$ cat src/rtl/flash_cp_sequencer.sv
// ---------------------------------------------------------------------------
// flash_cp_sequencer
//   Sequences the flash high-voltage charge pump that drives VCPHV.
//   A request enables the pump (RAMP) and waits for the synchronized
//   voltage-OK comparator to stay high for SETTLE_CYC cycles (READY).
//   Release of the request or a filtered rail drop runs a timed discharge
//   (DISCH). A ramp timeout or rail drop finishes the discharge in a sticky
//   ERROR state that only clr_err with req low can leave.
//
// Ports
//   CLK       in   system clock
//   RESETB    in   asynchronous active-low reset
//   req       in   level request for high voltage
//   vok       in   asynchronous voltage-OK comparator (synchronized here)
//   clr_err   in   single-cycle pulse clearing ERROR (only when req=0)
//   cp_en     out  charge pump enable
//   disch_en  out  VCPHV discharge switch enable
//   ready     out  rail stable and usable
//   busy      out  sequencer not in IDLE
//   done      out  one-cycle pulse on normal discharge completion
//   err       out  sticky fault indication
//   err_code  out  0 none, 1 ramp timeout, 2 rail drop
//   state     out  current state (IDLE 0, RAMP 1, READY 2, DISCH 3, ERROR 4)
// ---------------------------------------------------------------------------
module flash_cp_sequencer #(
  parameter int CNT_W      = 12,
  parameter int SETTLE_CYC = 16,
  parameter int RAMP_TMO   = 2048,
  parameter int DISCH_CYC  = 64,
  parameter int DROP_FILT  = 4
) (
  input  logic       CLK,
  input  logic       RESETB,
  input  logic       req,
  input  logic       vok,
  input  logic       clr_err,
  output logic       cp_en,
  output logic       disch_en,
  output logic       ready,
  output logic       busy,
  output logic       done,
  output logic       err,
  output logic [1:0] err_code,
  output logic [2:0] state
);

  typedef enum logic [2:0] {
    S_IDLE  = 3'd0,
    S_RAMP  = 3'd1,
    S_READY = 3'd2,
    S_DISCH = 3'd3,
    S_ERROR = 3'd4
  } state_t;

  // Terminal counts: each counter compares against its last value so the
  // transition lands on the edge that completes the required count.
  localparam logic [CNT_W-1:0] SETTLE_LAST = CNT_W'(SETTLE_CYC - 1);
  localparam logic [CNT_W-1:0] TMO_LAST    = CNT_W'(RAMP_TMO - 1);
  localparam logic [CNT_W-1:0] DISCH_LAST  = CNT_W'(DISCH_CYC - 1);
  localparam logic [CNT_W-1:0] DROP_LAST   = CNT_W'(DROP_FILT - 1);

  state_t           r_state;
  logic             r_vok_m;
  logic             r_vok_s;
  logic [CNT_W-1:0] r_ramp_cnt;
  logic [CNT_W-1:0] r_settle_cnt;
  logic [CNT_W-1:0] r_drop_cnt;
  logic [CNT_W-1:0] r_disch_cnt;
  logic             r_pend_err;

  logic w_settled;
  logic w_timeout;
  logic w_drop_hit;
  logic w_disch_last;

  assign w_settled    = r_vok_s && (r_settle_cnt == SETTLE_LAST);
  assign w_timeout    = (r_ramp_cnt == TMO_LAST);
  assign w_drop_hit   = !r_vok_s && (r_drop_cnt == DROP_LAST);
  assign w_disch_last = (r_disch_cnt == DISCH_LAST);

  assign state = r_state;

  always_ff @(posedge CLK or negedge RESETB) begin
    if (!RESETB) begin
      r_state      <= S_IDLE;
      r_vok_m      <= 1'b0;
      r_vok_s      <= 1'b0;
      r_ramp_cnt   <= '0;
      r_settle_cnt <= '0;
      r_drop_cnt   <= '0;
      r_disch_cnt  <= '0;
      r_pend_err   <= 1'b0;
      cp_en        <= 1'b0;
      disch_en     <= 1'b0;
      ready        <= 1'b0;
      busy         <= 1'b0;
      done         <= 1'b0;
      err          <= 1'b0;
      err_code     <= 2'd0;
    end else begin
      // Two-flop synchronizer for the analog comparator.
      r_vok_m <= vok;
      r_vok_s <= r_vok_m;
      done    <= 1'b0;

      case (r_state)
        S_IDLE: begin
          r_ramp_cnt   <= '0;
          r_settle_cnt <= '0;
          r_drop_cnt   <= '0;
          r_disch_cnt  <= '0;
          r_pend_err   <= 1'b0;
          if (req) begin
            r_state <= S_RAMP;
            cp_en   <= 1'b1;
            busy    <= 1'b1;
          end
        end

        S_RAMP: begin
          r_ramp_cnt   <= r_ramp_cnt + 1'b1;
          r_settle_cnt <= r_vok_s ? r_settle_cnt + 1'b1 : '0;
          if (!req) begin
            // Abort: discharge without flagging a fault.
            r_state     <= S_DISCH;
            cp_en       <= 1'b0;
            disch_en    <= 1'b1;
            r_disch_cnt <= '0;
            r_pend_err  <= 1'b0;
          end else if (w_settled) begin
            // Settle is checked before timeout so a same-edge tie succeeds.
            r_state    <= S_READY;
            ready      <= 1'b1;
            r_drop_cnt <= '0;
          end else if (w_timeout) begin
            r_state     <= S_DISCH;
            cp_en       <= 1'b0;
            disch_en    <= 1'b1;
            r_disch_cnt <= '0;
            r_pend_err  <= 1'b1;
            err_code    <= 2'd1;
          end
        end

        S_READY: begin
          // Consecutive low samples only; any high sample restarts the filter.
          r_drop_cnt <= r_vok_s ? '0 : r_drop_cnt + 1'b1;
          if (w_drop_hit) begin
            r_state     <= S_DISCH;
            cp_en       <= 1'b0;
            disch_en    <= 1'b1;
            ready       <= 1'b0;
            r_disch_cnt <= '0;
            r_pend_err  <= 1'b1;
            err_code    <= 2'd2;
          end else if (!req) begin
            r_state     <= S_DISCH;
            cp_en       <= 1'b0;
            disch_en    <= 1'b1;
            ready       <= 1'b0;
            r_disch_cnt <= '0;
            r_pend_err  <= 1'b0;
          end
        end

        S_DISCH: begin
          // req is deliberately ignored: a started discharge always completes.
          if (w_disch_last) begin
            disch_en <= 1'b0;
            if (r_pend_err) begin
              r_state <= S_ERROR;
              err     <= 1'b1;
            end else begin
              r_state <= S_IDLE;
              busy    <= 1'b0;
              done    <= 1'b1;
            end
          end else begin
            r_disch_cnt <= r_disch_cnt + 1'b1;
          end
        end

        S_ERROR: begin
          // Clearing while high voltage is still requested would re-ramp
          // straight into the same fault, so req must be low too.
          if (clr_err && !req) begin
            r_state    <= S_IDLE;
            err        <= 1'b0;
            err_code   <= 2'd0;
            busy       <= 1'b0;
            r_pend_err <= 1'b0;
          end
        end

        default: begin
          r_state  <= S_IDLE;
          cp_en    <= 1'b0;
          disch_en <= 1'b0;
          ready    <= 1'b0;
          busy     <= 1'b0;
          err      <= 1'b0;
          err_code <= 2'd0;
        end
      endcase
    end
  end

endmodule

$ cat config.mk
export PLATFORM = sky130hd
export DESIGN_NAME = flash_cp_sequencer
export DESIGN_NICKNAME = d
export VERILOG_FILES = /design/src/rtl/flash_cp_sequencer.sv
export SDC_FILE = /design/constraint.sdc
export NUM_CORES = 1
export LEC_CHECK = 0
export BUFFER_PORTS_ARGS = -buffer_cell sky130_fd_sc_hd__buf_2
export CORE_MARGIN = 3
export CORE_UTILIZATION = 61
export DETAILED_ROUTE_END_ITERATION = 8
export PLACE_DENSITY = 0.79
export SYNTH_ARGS = -nofsm -noshare
export SYNTH_HDL_FRONTEND = slang
export SYNTH_SLANG_ARGS = --single-unit
$ cat constraint.sdc
create_clock -name CLK -period 3.18 [get_ports CLK]
set_input_delay 0.159 -clock CLK [delete_from_list [all_inputs] [get_ports CLK]]
set_output_delay 0.159 -clock CLK [all_outputs]
set_load 0.03 [all_outputs]
Word level (Yosys, flattened, before mapping)
Index checks and enable logic that the tools add are counted.
{"block": "word_totals", "out_inout_bits": 11, "inputBits": 5, "elab_cells": 134, "register_bits": 62}
{"block": "classes", "addsub": 4, "n_reduce_logical": 26, "n_eq_ne": 23, "muxes": 60, "bitwise": 6}
{"operator": "$mux W12", "count": 10}
{"operator": "$add A12 B1 Y12 const B", "count": 4}
{"operator": "$pmux W12 S2", "count": 2}
{"operator": "$pmux W12 S4", "count": 1}
{"operator": "$pmux W12 S3", "count": 1}
{"operator": "$reduce_and A5 Y1", "count": 6}
{"operator": "$mux W3", "count": 9}
{"operator": "$mux W1", "count": 24}
{"operator": "$ne A2 B2 Y1 const B", "count": 11}
{"operator": "$pmux W1 S4", "count": 4}
{"operator": "$pmux W3 S5", "count": 1}
{"operator": "$eq A12 B11 Y1 const B", "count": 1}
{"operator": "$eq A12 B2 Y1 const B", "count": 1}
{"operator": "$eq A12 B4 Y1 const B", "count": 1}
{"operator": "$eq A12 B6 Y1 const B", "count": 1}
{"operator": "$mux W2", "count": 5}
{"operator": "$ne A3 B3 Y1 const B", "count": 3}
{"operator": "$pmux W2 S4", "count": 1}
{"operator": "$reduce_and A4 Y1", "count": 2}
{"operator": "$reduce_bool A4 Y1", "count": 2}
{"operator": "$reduce_or A2 Y1", "count": 4}
{"operator": "$eq A3 B2 Y1 const B", "count": 2}
{"operator": "$not A1 Y1", "count": 6}
{"operator": "$pmux W1 S3", "count": 2}
{"operator": "other kinds (11)", "count": 15}

Depth between registers and ports, before layout
{"block": "depth", "word_depth": 5, "mapped_depth": 8, "depth_no_buf": 6}

Worst setup path before layout
No wires, ideal clock.
{"block": "synth_path", "path_type": "register to register", "startpoint": "register r_settle_cnt[0]", "endpoint": "register r_disch_cnt[11]", "path_buffers": 2, "synth_period_minus_slack_ns": 2.280, "path_stages_with_launch": 9, "slack_ns": 0.900, "arrival_ns": 2.156, "path_cell_list": "dfrtp_1 -> ha_1 -> and3_1 -> and4_1 -> clkbuf_1 -> o21a_1 -> or3_1 -> clkbuf_1 -> a211o_1"}
{"block": "synth_between", "elab_chain_cells": 4}
{"item": "start, declared", "line_no": "66", "source": "logic [CNT_W-1:0] r_settle_cnt;"}
{"item": "start signal, assigned", "line_no": "122", "source": "r_settle_cnt <= r_vok_s ? r_settle_cnt + 1'b1 : '0;"}
{"item": "$eq A12 B4 Y1", "line_no": "76", "source": "assign w_settled = r_vok_s && (r_settle_cnt == SETTLE_LAST);"}
{"item": "$logic_and A1 B1 Y1", "line_no": "76"}
{"item": "$ne A3 B3 Y1 (no line)"}
{"item": "$reduce_and A5 Y1 (no line)"}
{"item": "end signal, assigned", "line_no": "179", "source": "r_disch_cnt <= r_disch_cnt + 1'b1;"}
{"item": "end, declared", "line_no": "68", "source": "logic [CNT_W-1:0] r_disch_cnt;"}
No other way between the ends.
A chain may end at the register's enable or synchronous reset.

Final worst setup path
{"block": "layout_path", "startpoint": "register r_state[0] (netlist: state[0])", "endpoint": "register r_disch_cnt[8]"}
{"block": "layout_between", "elab_chain_cells": 3}
{"item": "start, declared", "line_no": "62", "source": "state_t r_state;"}
{"item": "start signal, assigned", "line_no": "85", "source": "r_state <= S_IDLE;"}
{"item": "start signal, assigned", "line_no": "114", "source": "r_state <= S_RAMP;"}
{"item": "start signal, assigned", "line_no": "125", "source": "r_state <= S_DISCH;"}
{"item": "$eq A3 B2 Y1 (tied with other cells)", "line_no": "106", "source": "case (r_state)"}
{"item": "$ne A3 B3 Y1 (no line) (tied with other cells)"}
{"item": "$reduce_and A5 Y1 (no line)"}
Parallel ways exist; a longest one is shown, timed or not.

==> flow_summary.json <==
{
  "ff2ff_setup_slack_ns": 0.64,
  "reg2reg_from": "state[0]$_DFFE_PN0P_",
  "critPathLaunch": "state[0]$_DFFE_PN0P_",
  "syn_nets": 373,
  "wl_per_cell_um": 16.23,
  "hpwl_um": 5020,
  "status": "finished clean",
  "port_buffers": 15,
  "nets": 389,
  "nFillCells": 417,
  "antenna_cells": 0,
  "synth-edff-count": 0,
  "core-area_um2": 5205,
  "htree_levels": 3,
  "busiest_layer": "met2",
  "tns_ns": 0,
  "drt_pre_antenna_iters": 5,
  "cts-root-buf": "clkbuf_8",
  "initialDrtViolationCount": 193,
  "reg2reg_depth": 5,
  "grt_pass1_vias": 2665,
  "cts.sinks": 62,
  "synth.yosys.seq_area_share": 0.4613,
  "synth-seq-cells": 62,
  "postCtsSetupBuffers": 0,
  "die-area_um2": 6440,
  "finClkSkew_ns": 0.006661,
  "max_freq_ghz": 0.3935,
  "grt_use_met1": 0.3248,
  "endpoint": "r_disch_cnt[8]$_DFFE_PN0P_",
  "period_needed_ns": 2.542,
  "via_per_inst": 6.355,
  "cts_inserted_buffers": 9,
  "drc": 0,
  "clk_latency_ns": 0.33,
  "std_cell_rows": 26,
  "grt_use_total": 0.2453,
  "gp_congestion": 0.9951,
  "maxSlewHeadroom": 0.5310,
  "powerDensity_nw_per_um2": 795.0,
  "final-setup-viol-count": 0,
  "finalWirelength_um": 7350,
  "die_y_um": 80.25,
  "cts_tree": "done",
  "synth.avg_cell_area_um2": 9.240,
  "layout.cells.non_filler": 453,
  "antenna_found_initial": 0,
  "initial_core_util": 0.6462,
  "multi_input_area_um2": 1715,
  "synthFlopType": "dfrtp_1",
  "overflow": 0,
  "clk_pin_slew_ns": 0.07,
  "critPathRequiredTime_ns": 3.43,
  "grtUsageMet3": 0.05381,
  "seq_area_um2": 1551,
  "cp-start-kind": "flip-flop",
  "hold_slack_ns": 0.3053,
  "fin_crit_sh": 0.7992,
  "io_pins": 16,
  "hold_path.class": "in -> async",
  "worstPathArrival_ns": 2.80,
  "drv_slew": 0,
  "rsz0062_at_grt": "false",
  "hold_violations": 0,
  "yosysWarnings": 0,
  "cp-end-kind": "flip-flop",
  "grt_max_degree": 43,
  "irDropWorstVdd_mv": 0.5064,
  "maxCapViolations": 0,
  "crit_fanout": 23,
  "synthCells": 364,
  "grt_pass1_wl_um": 12290,
  "final_layout_size_suffix_gt1_frac": 0.1332,
  "p_leak_nw": 1.638,
  "die_w_um": 80.25,
  "gr-usage-met2": 0.4023,
  "worst_pin_slew_ns": 0.7020,
  "r2r-end": "r_disch_cnt[8]$_DFFE_PN0P_",
  "ctsLongestPathBuffers": 2,
  "placed_cells": 437,
  "path_class": "reg -> reg",
  "synth_async_sr_flop_share": 1.000,
  "netlist_area_um2": 3363,
  "vias": 2879,
  "antenna_left": 0,
  "synth_cell_types": 60,
  "syn_to_final_growth_pct": 8.854
}
[report_power, final]
group          total [W]  switching, W  internal [W]
Sequential       0.00115      0.000221      0.000930
Combinational    0.00114      0.000701      0.000435
Clock           0.000624      0.000286      0.000337
Total            0.00291       0.00121       0.00170
[how the worst min path moves through the flow]
stage                       from                     endpoint  slack (ns)  cells past startpoint
after floorplan           RESETB             busy$_DFFE_PN0P_       -0.14                      0
after global placement    RESETB  r_settle_cnt[6]$_DFFE_PN0P_        0.13                      1
after detailed placement  RESETB  r_settle_cnt[8]$_DFFE_PN0P_        0.14                      1
after CTS                 RESETB  r_settle_cnt[8]$_DFFE_PN0P_        0.32                      2
after global routing      RESETB  r_settle_cnt[8]$_DFFE_PN0P_        0.34                      2
final                     RESETB  r_settle_cnt[8]$_DFFE_PN0P_        0.31                      2
[through the flow]
step	total power, W	cell area [µm²]	utilization	setup WS, ns
finish	0.002911	3661	0.7034	0.6384
global route	0.003099	3661	0.7034	0.4406
CTS	0.002906	3661	0.7034	0.6547
detailed placement	0.002270	3467	0.6661	0.6843
global placement	0.002250	3467	0.6661	0.7705
floorplan	0.002016	3363	-	0.8997
[synthesized netlist by cell type, types with 2 or more instances]
library cell	number	area, µm²
a21o_1	6	45.04
a21o_2	2	17.52
a21oi_1	15	75.07
a22o_1	9	78.83
a2bb2oi_1	2	17.52
a31oi_1	5	31.28
a32o_1	2	20.02
and2_1	4	25.02
and3_1	7	43.79
and4_1	4	35.03
buf_6	2	22.52
clkbuf_1	12	45.04
dfrtp_1	62	1551
ha_1	4	50.05
inv_1	4	15.01
nand2_1	46	172.7
nand2b_1	6	37.54
nand3_1	15	75.07
nand3b_1	2	15.01
nand4_1	7	43.79
nor2_1	23	86.33
nor2b_1	3	18.77
nor3_1	15	75.07
nor3b_1	4	30.03
nor4_1	5	31.28
o211ai_1	3	22.52
o21a_1	2	15.01
o21ai_0	35	175.2
o22ai_1	2	12.51
o31ai_1	14	105.1
o41ai_1	4	35.03
or2_2	4	25.02
or3_1	3	18.77
or4_4	2	22.52
xnor2_1	4	35.03
[cells in the final DEF (no fill, tap or decap), types with 6 or more instances in the layout]
master and instances:
a21o_1 6, a21oi_1 15, a22o_1 9, and3_1 7, buf_2 15, clkbuf_8 12
dfrtp_1 62, nand2_1 46, nand2b_1 6, nand3_1 15, nand4_1 7, nor2_1 23
nor3_1 15, o21ai_0 35, o31ai_1 14
[metal layers]
layer  up-vias  routed length (µm)
met2        93                3499
met1      1381                3345
met5         -                   0
li1       1390                   -
met4         0                  93
met3        15                 412
[cells by family after synthesis]
| kind of cell | Yosys count | synth area share |
|---|---|---|
| AOI/OAI and AO/OA | 111 | 0.2199 |
| xor gates and xnor gates | 5 | 0.01302 |
| adders and majority gates | 4 | 0.01488 |
| buffers and inverters | 19 | 0.02864 |
| DFF | 62 | 0.4613 |
| muxes | 2 | 0.007439 |
| and+or+nand+nor | 161 | 0.2548 |
[critical path, cell delays in order, from the launching register on]
cell and delay (ns):
dfrtp_1 0.73, nor3b_1 0.66, and2_2 0.31, o21a_1 0.28
or3_1 0.29, a2bb2oi_1 0.20
[cell type report]
| class | instances | area share |
|---|---|---|
| multi-input combinational | 283 | 0.4686 |
| tap | 70 | 0.02392 |
| timing repair buffer | 20 | 0.03213 |
| sequential | 62 | 0.4238 |
| inverter | 4 | 0.004101 |
| clock inverter | 1 | 0.001367 |
| clock buffer | 13 | 0.04614 |
[what timing repair did]
action	in CTS	in global routing
hold buffers	2	0
hold endpoints to repair	21	0
resized for setup	0	0
[state kept, by name, indices dropped and copies added (netlist names), 2 cells and up]
signal,count
r_settle_cnt,12
err_code,2
state,3
r_disch_cnt,12
r_drop_cnt,12
r_ramp_cnt,12
No activity file was read; power rests on OpenSTA's default activity.
